`src/rtl/vfadd_pipe.sv`:
```
// vfadd_pipe: LANES-wide FP16 (1-5-10) add/subtract, three-stage valid/ready pipeline.
// Optional macro VFADD_SAT_EN: overflowing lanes saturate to max finite instead of infinity.
module vfadd_pipe #(
  parameter int LANES = 16
) (
  input  logic                  clk,
  input  logic                  rst,
  input  logic                  in_valid,
  output logic                  in_ready,
  input  logic                  op,
  input  logic [16*LANES-1:0]   op_1,
  input  logic [16*LANES-1:0]   op_2,
  output logic                  out_valid,
  input  logic                  out_ready,
  output logic [16*LANES-1:0]   sum,
  output logic [LANES-1:0]      ovf
);

`ifdef VFADD_SAT_EN
  localparam logic [14:0] OVF_MAG = 15'h7BFF;
`else
  localparam logic [14:0] OVF_MAG = 15'h7C00;
`endif

  // S1 result: operands swapped so ma is the larger magnitude, mb already aligned.
  typedef struct packed {
    logic        sign;
    logic        sub;
    logic        nan;
    logic [4:0]  exp;
    logic [10:0] ma;
    logic [10:0] mb;
  } s1_t;

  typedef struct packed {
    logic        sign;
    logic        nan;
    logic [4:0]  exp;
    logic [12:0] mag;
  } s2_t;

  function automatic s1_t unpack_align(input logic [15:0] a, input logic [15:0] b,
                                       input logic sub);
    s1_t        r;
    logic       sb;
    logic [4:0] ea, eb, diff;
    logic [10:0] ma, mb;
    sb = b[15] ^ sub;
    ea = a[14:10];
    eb = b[14:10];
    ma = (ea == 5'd0) ? 11'd0 : {1'b1, a[9:0]};
    mb = (eb == 5'd0) ? 11'd0 : {1'b1, b[9:0]};
    r.nan = (ea == 5'd31) || (eb == 5'd31);
    r.sub = a[15] ^ sb;
    if ({eb, mb} > {ea, ma}) begin
      r.sign = sb;
      r.exp  = eb;
      r.ma   = mb;
      diff   = eb - ea;
      r.mb   = (diff >= 5'd13) ? 11'd0 : (ma >> diff);
    end else begin
      r.sign = a[15];
      r.exp  = ea;
      r.ma   = ma;
      diff   = ea - eb;
      r.mb   = (diff >= 5'd13) ? 11'd0 : (mb >> diff);
    end
    return r;
  endfunction

  // Larger magnitude is always in ma, so the difference never goes negative.
  function automatic s2_t add_mag(input s1_t s);
    s2_t r;
    r.sign = s.sign;
    r.nan  = s.nan;
    r.exp  = s.exp;
    r.mag  = s.sub ? ({2'b00, s.ma} - {2'b00, s.mb}) : ({2'b00, s.ma} + {2'b00, s.mb});
    return r;
  endfunction

  // Returns {ovf, packed FP16}.
  function automatic logic [16:0] pack_lane(input s2_t s);
    logic [16:0] r;
    logic [9:0]  m;
    logic        found;
    int          e;
    int          lz;
    r     = '0;
    m     = '0;
    found = 1'b0;
    e     = 0;
    lz    = 0;
    if (s.nan) begin
      r = {1'b0, 16'h7E00};
    end else if (s.mag != 13'd0) begin
      if (s.mag[11]) begin
        m = s.mag[10:1];
        e = int'(s.exp) + 1;
      end else begin
        for (int i = 10; i >= 0; i--) begin
          if (!found) begin
            if (s.mag[i]) found = 1'b1;
            else lz++;
          end
        end
        m = s.mag[9:0] << lz;
        e = int'(s.exp) - lz;
      end
      if (e < 1)       r = {1'b0, s.sign, 15'd0};
      else if (e > 30) r = {1'b1, s.sign, OVF_MAG};
      else             r = {1'b0, s.sign, e[4:0], m};
    end
    return r;
  endfunction

  // Handshake: a beat moves when valid and ready are both high in the same cycle.
  // All three stages shift together whenever the output register is empty or draining.
  logic advance;
  logic v1, v2;
  s1_t  s1_d [LANES];
  s1_t  s1_q [LANES];
  s2_t  s2_d [LANES];
  s2_t  s2_q [LANES];
  logic [16*LANES-1:0] sum_d;
  logic [LANES-1:0]    ovf_d;

  assign advance  = !out_valid || out_ready;
  assign in_ready = advance;

  for (genvar i = 0; i < LANES; i++) begin : g_lane
    assign s1_d[i] = unpack_align(op_1[16*i +: 16], op_2[16*i +: 16], op);
    assign s2_d[i] = add_mag(s1_q[i]);
    assign {ovf_d[i], sum_d[16*i +: 16]} = pack_lane(s2_q[i]);
  end

  always_ff @(posedge clk or posedge rst) begin
    if (rst) begin
      v1        <= 1'b0;
      v2        <= 1'b0;
      out_valid <= 1'b0;
    end else if (advance) begin
      v1        <= in_valid;
      v2        <= v1;
      out_valid <= v2;
    end
  end

  always_ff @(posedge clk) begin
    if (advance) begin
      s1_q <= s1_d;
      s2_q <= s2_d;
    end
  end

  always_ff @(posedge clk or posedge rst) begin
    if (rst) begin
      sum <= '0;
      ovf <= '0;
    end else if (advance) begin
      sum <= sum_d;
      ovf <= ovf_d;
    end
  end

endmodule

```
`config.mk`:
```
export PLATFORM = sky130hd
export DESIGN_NAME = vfadd_pipe
export DESIGN_NICKNAME = d
export VERILOG_FILES = /design/src/rtl/vfadd_pipe.sv
export SDC_FILE = /design/constraint.sdc
export NUM_CORES = 2
export LEC_CHECK = 0
export ABC_AREA = 0
export CAP_MARGIN = 30
export CORE_MARGIN = 5
export CORE_UTILIZATION = 61
export CTS_CLUSTER_SIZE = 40
export DETAILED_ROUTE_END_ITERATION = 12
export HOLD_SLACK_MARGIN = 0.08
export PLACE_DENSITY = 0.83
export SYNTH_ARGS = -nofsm -noshare
export SYNTH_HDL_FRONTEND = slang
export SYNTH_SLANG_ARGS = --single-unit
```
`constraint.sdc`:
```
create_clock -name clk -period 30.3 [get_ports clk]
set_input_delay 3.03 -clock clk [delete_from_list [all_inputs] [get_ports clk]]
set_output_delay 3.03 -clock clk [all_outputs]
set_load 0.05 [all_outputs]
```
* Word-level counts from Yosys, hierarchy flattened
Index checks and enable logic that the tools add are counted.
** Storage, ports and cells
- Bits in registers :: 1075
- Bits in latches :: 0
- RAM bits :: 0
- Memory bits (read-only) :: 0
- Input bits :: 517
- Output and inout port bits :: 274
- Logic and storage cells :: 2567
- Memories kept :: 0
** Cells by class
- Add/sub/neg operators :: 256
- $mul :: 0
- Divide/modulo/power cells :: 0
- Magnitude comparators :: 80
- Equality and inequality tests :: 32
- Shifts and indexed selects :: 48
- Muxes and demuxes :: 1888
- Bitwise logic cells :: 32
- Reduce and logical (&&, ||, !) cells :: 66
** Operators by type and width (number)
- $mux 32 :: 896
- $add 32x2->32 const B :: 160
- $mux 17 :: 64
- $mux 1 :: 816
- $mux 11 :: 64
- $gt 32x6->1 const B :: 16
- $lt 32x2->1 const B :: 16
- $shl 10x32->10 :: 16
- $sub 6x32->32 :: 16
- $mux 27 :: 16
- $shr 11x5->11 :: 32
- $gt 16x16->1 :: 16
- $mux 13 :: 16
- $reduce_bool 13->1 :: 16
- $add 11x11->12 :: 16
- $sub 11x11->12 :: 16
- $eq 5x5->1 const B :: 32
- $ge 5x4->1 const B :: 32
- $logic_not 5->1 :: 32
- $mux 10 :: 16
- $sub 5x5->5 :: 32
- $add 5x1->6 const B :: 16
- $xor 1x1->1 :: 32
- $logic_or 1x1->1 :: 17
- $logic_not 1->1 :: 1

* Depth between registers and ports, before layout
- Word-level depth :: 73
- Mapped depth :: 50
- Mapped depth without buffers :: 49

* Worst setup path after synthesis
No wires, ideal clock.
- Path kind :: input -> output
- Start :: in out_ready
- End :: out in_ready
- Arrival time :: 25.725 ns
- Data required time :: 27.270 ns
- Slack :: 1.545 ns
- Cell stages on the path :: 5
- Buffers on the path :: 3
- Cells stage by stage :: nor2b_1 > clkbuf_1 > inv_1 > clkbuf_1 > clkbuf_1
** On the way
- Word-level cells in the longest chain between the ends :: 1
** RTL lines
- start, declared :: line 14 : input logic out_ready,
- $logic_or 1x1->1 :: line 127 : assign advance = !out_valid || out_ready;
- end, declared :: line 9 : output logic in_ready,
No other way between the ends.

* Worst setup path after layout
- Start :: reg s2_q[10] in the netlist's numbering
- End :: reg sum[246]
** On the way
- Word-level cells in the longest chain between the ends :: 73
- Elaborated cells between the ends (all ways) :: 117
- Those cells by class :: add/sub (11); order compare (2); shift (1); mux (102); reduce/logical (1)
** RTL lines
- start, declared :: line 123 : s2_t s2_q [LANES];
- start signal, assigned :: line 151 : s2_q <= s2_d;
- $mux 1 :: line 102 : if (s.mag[i]) found = 1'b1;
- $mux 32 :: line 96 : if (s.mag[11]) begin
- $mux 32 :: line 95 : end else if (s.mag != 13'd0) begin
- $mux 32 :: line 93 : if (s.nan) begin
- $add 32x2->32 :: line 103 : else lz++;
- $mux 32 :: line 102
- $mux 32 :: line 101 : if (!found) begin
- $mux 32 :: line 96
- (+57 left out)
- $mux 32 :: line 96
- $mux 32 :: line 95
- $mux 32 :: line 93
- $gt 32x6->1 :: line 110 : else if (e > 30) r = {1'b1, s.sign, OVF_MAG};
- $mux 17 :: line 110
- $mux 17 :: line 109 : if (e < 1) r = {1'b0, s.sign, 15'd0};
- $mux 17 * :: line 95
- $mux 17 * :: line 93
- end signal, assigned :: line 160 : sum <= sum_d;
- end, declared :: line 15 : output logic [16*LANES-1:0] sum,
Mark *: on every way between the ends. The rest lies on a longest branch, timed or not. The select of a mux whose other input is x is not followed.
A chain may end at the register's enable or synchronous reset.

==> summary.md <==
| Metric | Value |
|---|---|
| Outcome | `complete, no violations` |
| Slew @ Worst Pin | `1.07 ns` |
| Yosys reg bits | `1075` |
| YS warnings | `0` |
| TritonCTS Buffers | `119` |
| Final Hold Viols | `0` |
| Arr. time, crit path | `11.41 ns` |
| Main combinational cell family by area after synthesis | `compound AO/OA/AOI/OAI gates` |
| Post-Synth XOR/XNOR Area | `5.62%` |
| Skew final | `0.0260 ns` |
| Max Cap Viol | `0` |
| Fillers | `13900` |
| Final hold slack | `0.412 ns` |
| Post-synthesis mux area share | `7.03%` |
| Via count | `98100` |
| Register-to-Register Path Depth | `41` |
| Pwr per Cell Area | `88.2 nW/µm²` |
| I/O Pins | `791` |
| P_leak | `51.7 nW` |
| Clock transition at path regs | `0.07 ns` |
| Seq pwr share | `28.1%` |
| Fmax | `93.3 MHz` |
| CP max stage cell | `a2111oi_2` |
| Root buffer cell | `clkbuf_16` |
| Largest net degree at the start of global routing | `164` |
| P_sw | `0.00504 W` |
| Clock Power Share | `14.3%` |
| Netlist cell types | `103` |
| Die extent in y | `427 µm` |
| Worst VDD drop | `0.0569 mV` |
| Layout area overhead | `13.0%` |
| Startpoint Class | `flop` |
| Hold Path End | `s2_q[75]` |
| First-pass GRT wire length | `503 mm` |
| Post-CTS setup repair buffer count | `0` |
| CP Capture Type | `flop` |
| Vias/cell | `6.28` |
| Nets | `14700` |
| Port Buffers | `790` |
| CTS resizes | `0` |
| WL/cell | `20.7 µm` |
| Vias in the first global route | `94800` |
| RD Place Congestion | `0.996` |
| DP HPWL | `254 mm` |
| Initial DRC count | `8405` |
| Initial Util | `61.2%` |
| R2r startpoint | `s2_q[10]` |
| Post-synthesis sequential area ratio | `29.1%` |
| Dpl cells | `15300` |
| Post-synth EDFFs | `800` |
| Simple-gate share of the synthesized area | `17.8%` |
| Period Utilization, post-route | `35.4%` |
| # rows | `153` |
| Die Area | `182000 µm²` |
| Worst-Skew Late Latency | `0.79 ns` |
| WHS Path Cells | `0` |
| Post-route ant nets | `0` |
| Fraction of registers with async set/reset | `25.6%` |
| Post-Syn Instances | `12700` |
| H-tree depth | `3` |
| Hold path start | `s1_q[114]` |
| Worst Hold Class | `reg -> reg` |
| Final cell count without fillers | `15600` |
| WS Path Type | `reg -> reg` |
| Gr usage total | `33.8%` |
| Share of cells above drive strength 1 | `4.54%` |
| Final WL | `324 mm` |
| Sw frac | `47.7%` |
| Crit-path max cell delay | `0.72 ns` |
| Clock Tree Buf Depth | `3` |
| Post-Synth Adder-Cell Area | `12.8%` |
| Crit-path max FO | `12` |
| Pre-antenna DRT Iters | `7` |
| Compound-Gate Fraction of Synth Area | `21.7%` |
| Synthesized cell area | `106000 µm²` |
| Setup TNS | `0 ns` |
| Most common cell on crit path | `ha_1` |
| Die width | `427 µm` |
| RSZ-0062 raised after global routing | `false` |
| Comb pwr share | `57.6%` |
| Final Util | `69.1%` |
| Required time worst endpoint | `31.00 ns` |
| CTS tree | `built` |
| Clock sinks | `1075` |
| Synth Area per Inst | `8.32 µm²` |
| Global route overflow | `0` |
| Crit Reg-Reg Endpoint | `sum[246]` |
| Final Power | `0.0106 W` |
| Flop-to-flop setup slack | `19.59 ns` |
| Min cycle time layout | `10.71 ns` |
| Final setup vio count | `0` |
| Main synth FF type | `edfxtp_1` |
| Relative slew slack | `28.0%` |
| Drt drc | `0` |
| Max-slew violations | `0` |
| Core area | `173000 µm²` |
| Internal | `0.00553 W` |
| Hold_buf cts | `0` |
| Antenna violations before repair | `32` |
## flip-flops by register name (all words and copies together) (netlist names)
signal and flops:
sum 256, ovf 16, v2 1, v1 1, out_valid 1, s1_q 480
s2_q 320
## synth_stat cells, drive strengths merged (66+ instances only)
master	count	area [µm²]
a211oi	139	1040
a21o	271	2030
a21oi	918	4610
a22o	94	823
a22oi	90	676
a31oi	92	576
and2	115	719
and3	75	469
clkbuf	547	2050
dfrtp	275	6880
edfxtp	800	24000
fa	80	1600
ha	943	11800
inv	1057	3970
mux2	175	1970
mux2i	494	4940
nand2	1316	4940
nand2b	155	970
nand3	423	2120
nand4	114	713
nor2	956	3590
nor2b	225	1410
nor3	281	1420
nor4	66	432
o211ai	99	743
o21a	139	1040
o21ai	935	4680
o21bai	152	1140
o22ai	134	838
o31ai	69	523
or3	95	594
xnor2	443	3890
xor2	174	1520
## stage by stage
step | area (µm²) | setup slack (ns)
after detailed placement | 115000 | 19.75
after floorplan | 106000 | 1.55
after global placement | 115000 | 20.18
after global routing | 120000 | 18.87
final | 120000 | 19.59
after CTS | 120000 | 19.75
## cells by family (layout without fill, tap and decap cells)
family / Yosys count / count (layout)
fa+ha+maj: 1041 / 1041
flops: 1075 / 1075
mux: 693 / 693
other cells: 1 / 47
simple gates: 4016 / 4016
xor+xnor: 641 / 641
compound gates: 3595 / 3595
buf+inv: 1685 / 2182
## critical path: cells and delay by family, from the launching register on
kind,cells,cell delay (ns)
buffers and inverters,5,0.93
DFF,1,0.46
AOI/OAI and AO/OA,12,3.24
muxes,5,1.10
adders and majority gates,11,3.60
and+or+nand+nor,8,1.30
## final cells by class
type | count | area (µm²) | share of cell area, %
Clock buffer | 147 | 3260 | 2.72
Antenna cell | 31 | 77.6 | 0.0647
Sequential cell | 1075 | 30900 | 25.8
Timing Repair Buffer | 881 | 8830 | 7.36
Multi-Input combinational cell | 10000 | 69000 | 57.6
Clock inverter | 78 | 825 | 0.688
Tap cell | 2325 | 2910 | 2.43
Inverter | 1076 | 4050 | 3.38
## power by group through the flow
stage	combinational [W]	clock (W)	sequential (W)
after floorplan	0.00416	0	0.00323
after global placement	0.00577	0	0.00294
after detailed placement	0.00596	0	0.00297
after CTS	0.00601	0.00154	0.00295
after global routing	0.00667	0.00160	0.00303
final	0.00609	0.00151	0.00297
## worst max-delay path by stage
stage	startpoint	to	depth (start not counted)
after floorplan	out_ready	in_ready	5
after global placement	s2_q[9]	sum[246]	40
after detailed placement	s2_q[10]	sum[246]	41
after CTS	s2_q[10]	sum[246]	41
after global routing	s2_q[229]	sum[67]	45
final	s2_q[10]	sum[246]	41
## routing by layer
metal	up-vias	part of all wire, %	GRT usage [%]
met3	935	5.7	3.99
met1	46500	38	38.6
met2	3799	48	58.7
li1	46800	-	-
met4	0	8.4	24.5
met5	-	0	0
## cell usage in the layout, fill, tap and decap left out, types with 80 or more instances in the layout
cell type        count
a31oi_1             92
o211ai_1            99
clkdlybuf4s50_1    789
a211oi_1           138
nand4_1            114
a22oi_1             90
o21bai_1           152
nor2b_1            224
dfrtp_1            275
fa_1                80
or3_1               95
and2_1             109
o21a_1             139
a21oi_1            917
o21ai_0            928
xnor2_1            442
a22o_1              94
nand2b_1           155
inv_1             1051
ha_1               943
mux2i_1            494
a21o_1             271
nand2_1           1316
mux2_2             175
o22ai_1            134
nor2_1             956
clkbuf_16          125
edfxtp_1           800
xor2_1             174
nor3_1             279
nand3_1            423
(Power assumes the default switching activity.)
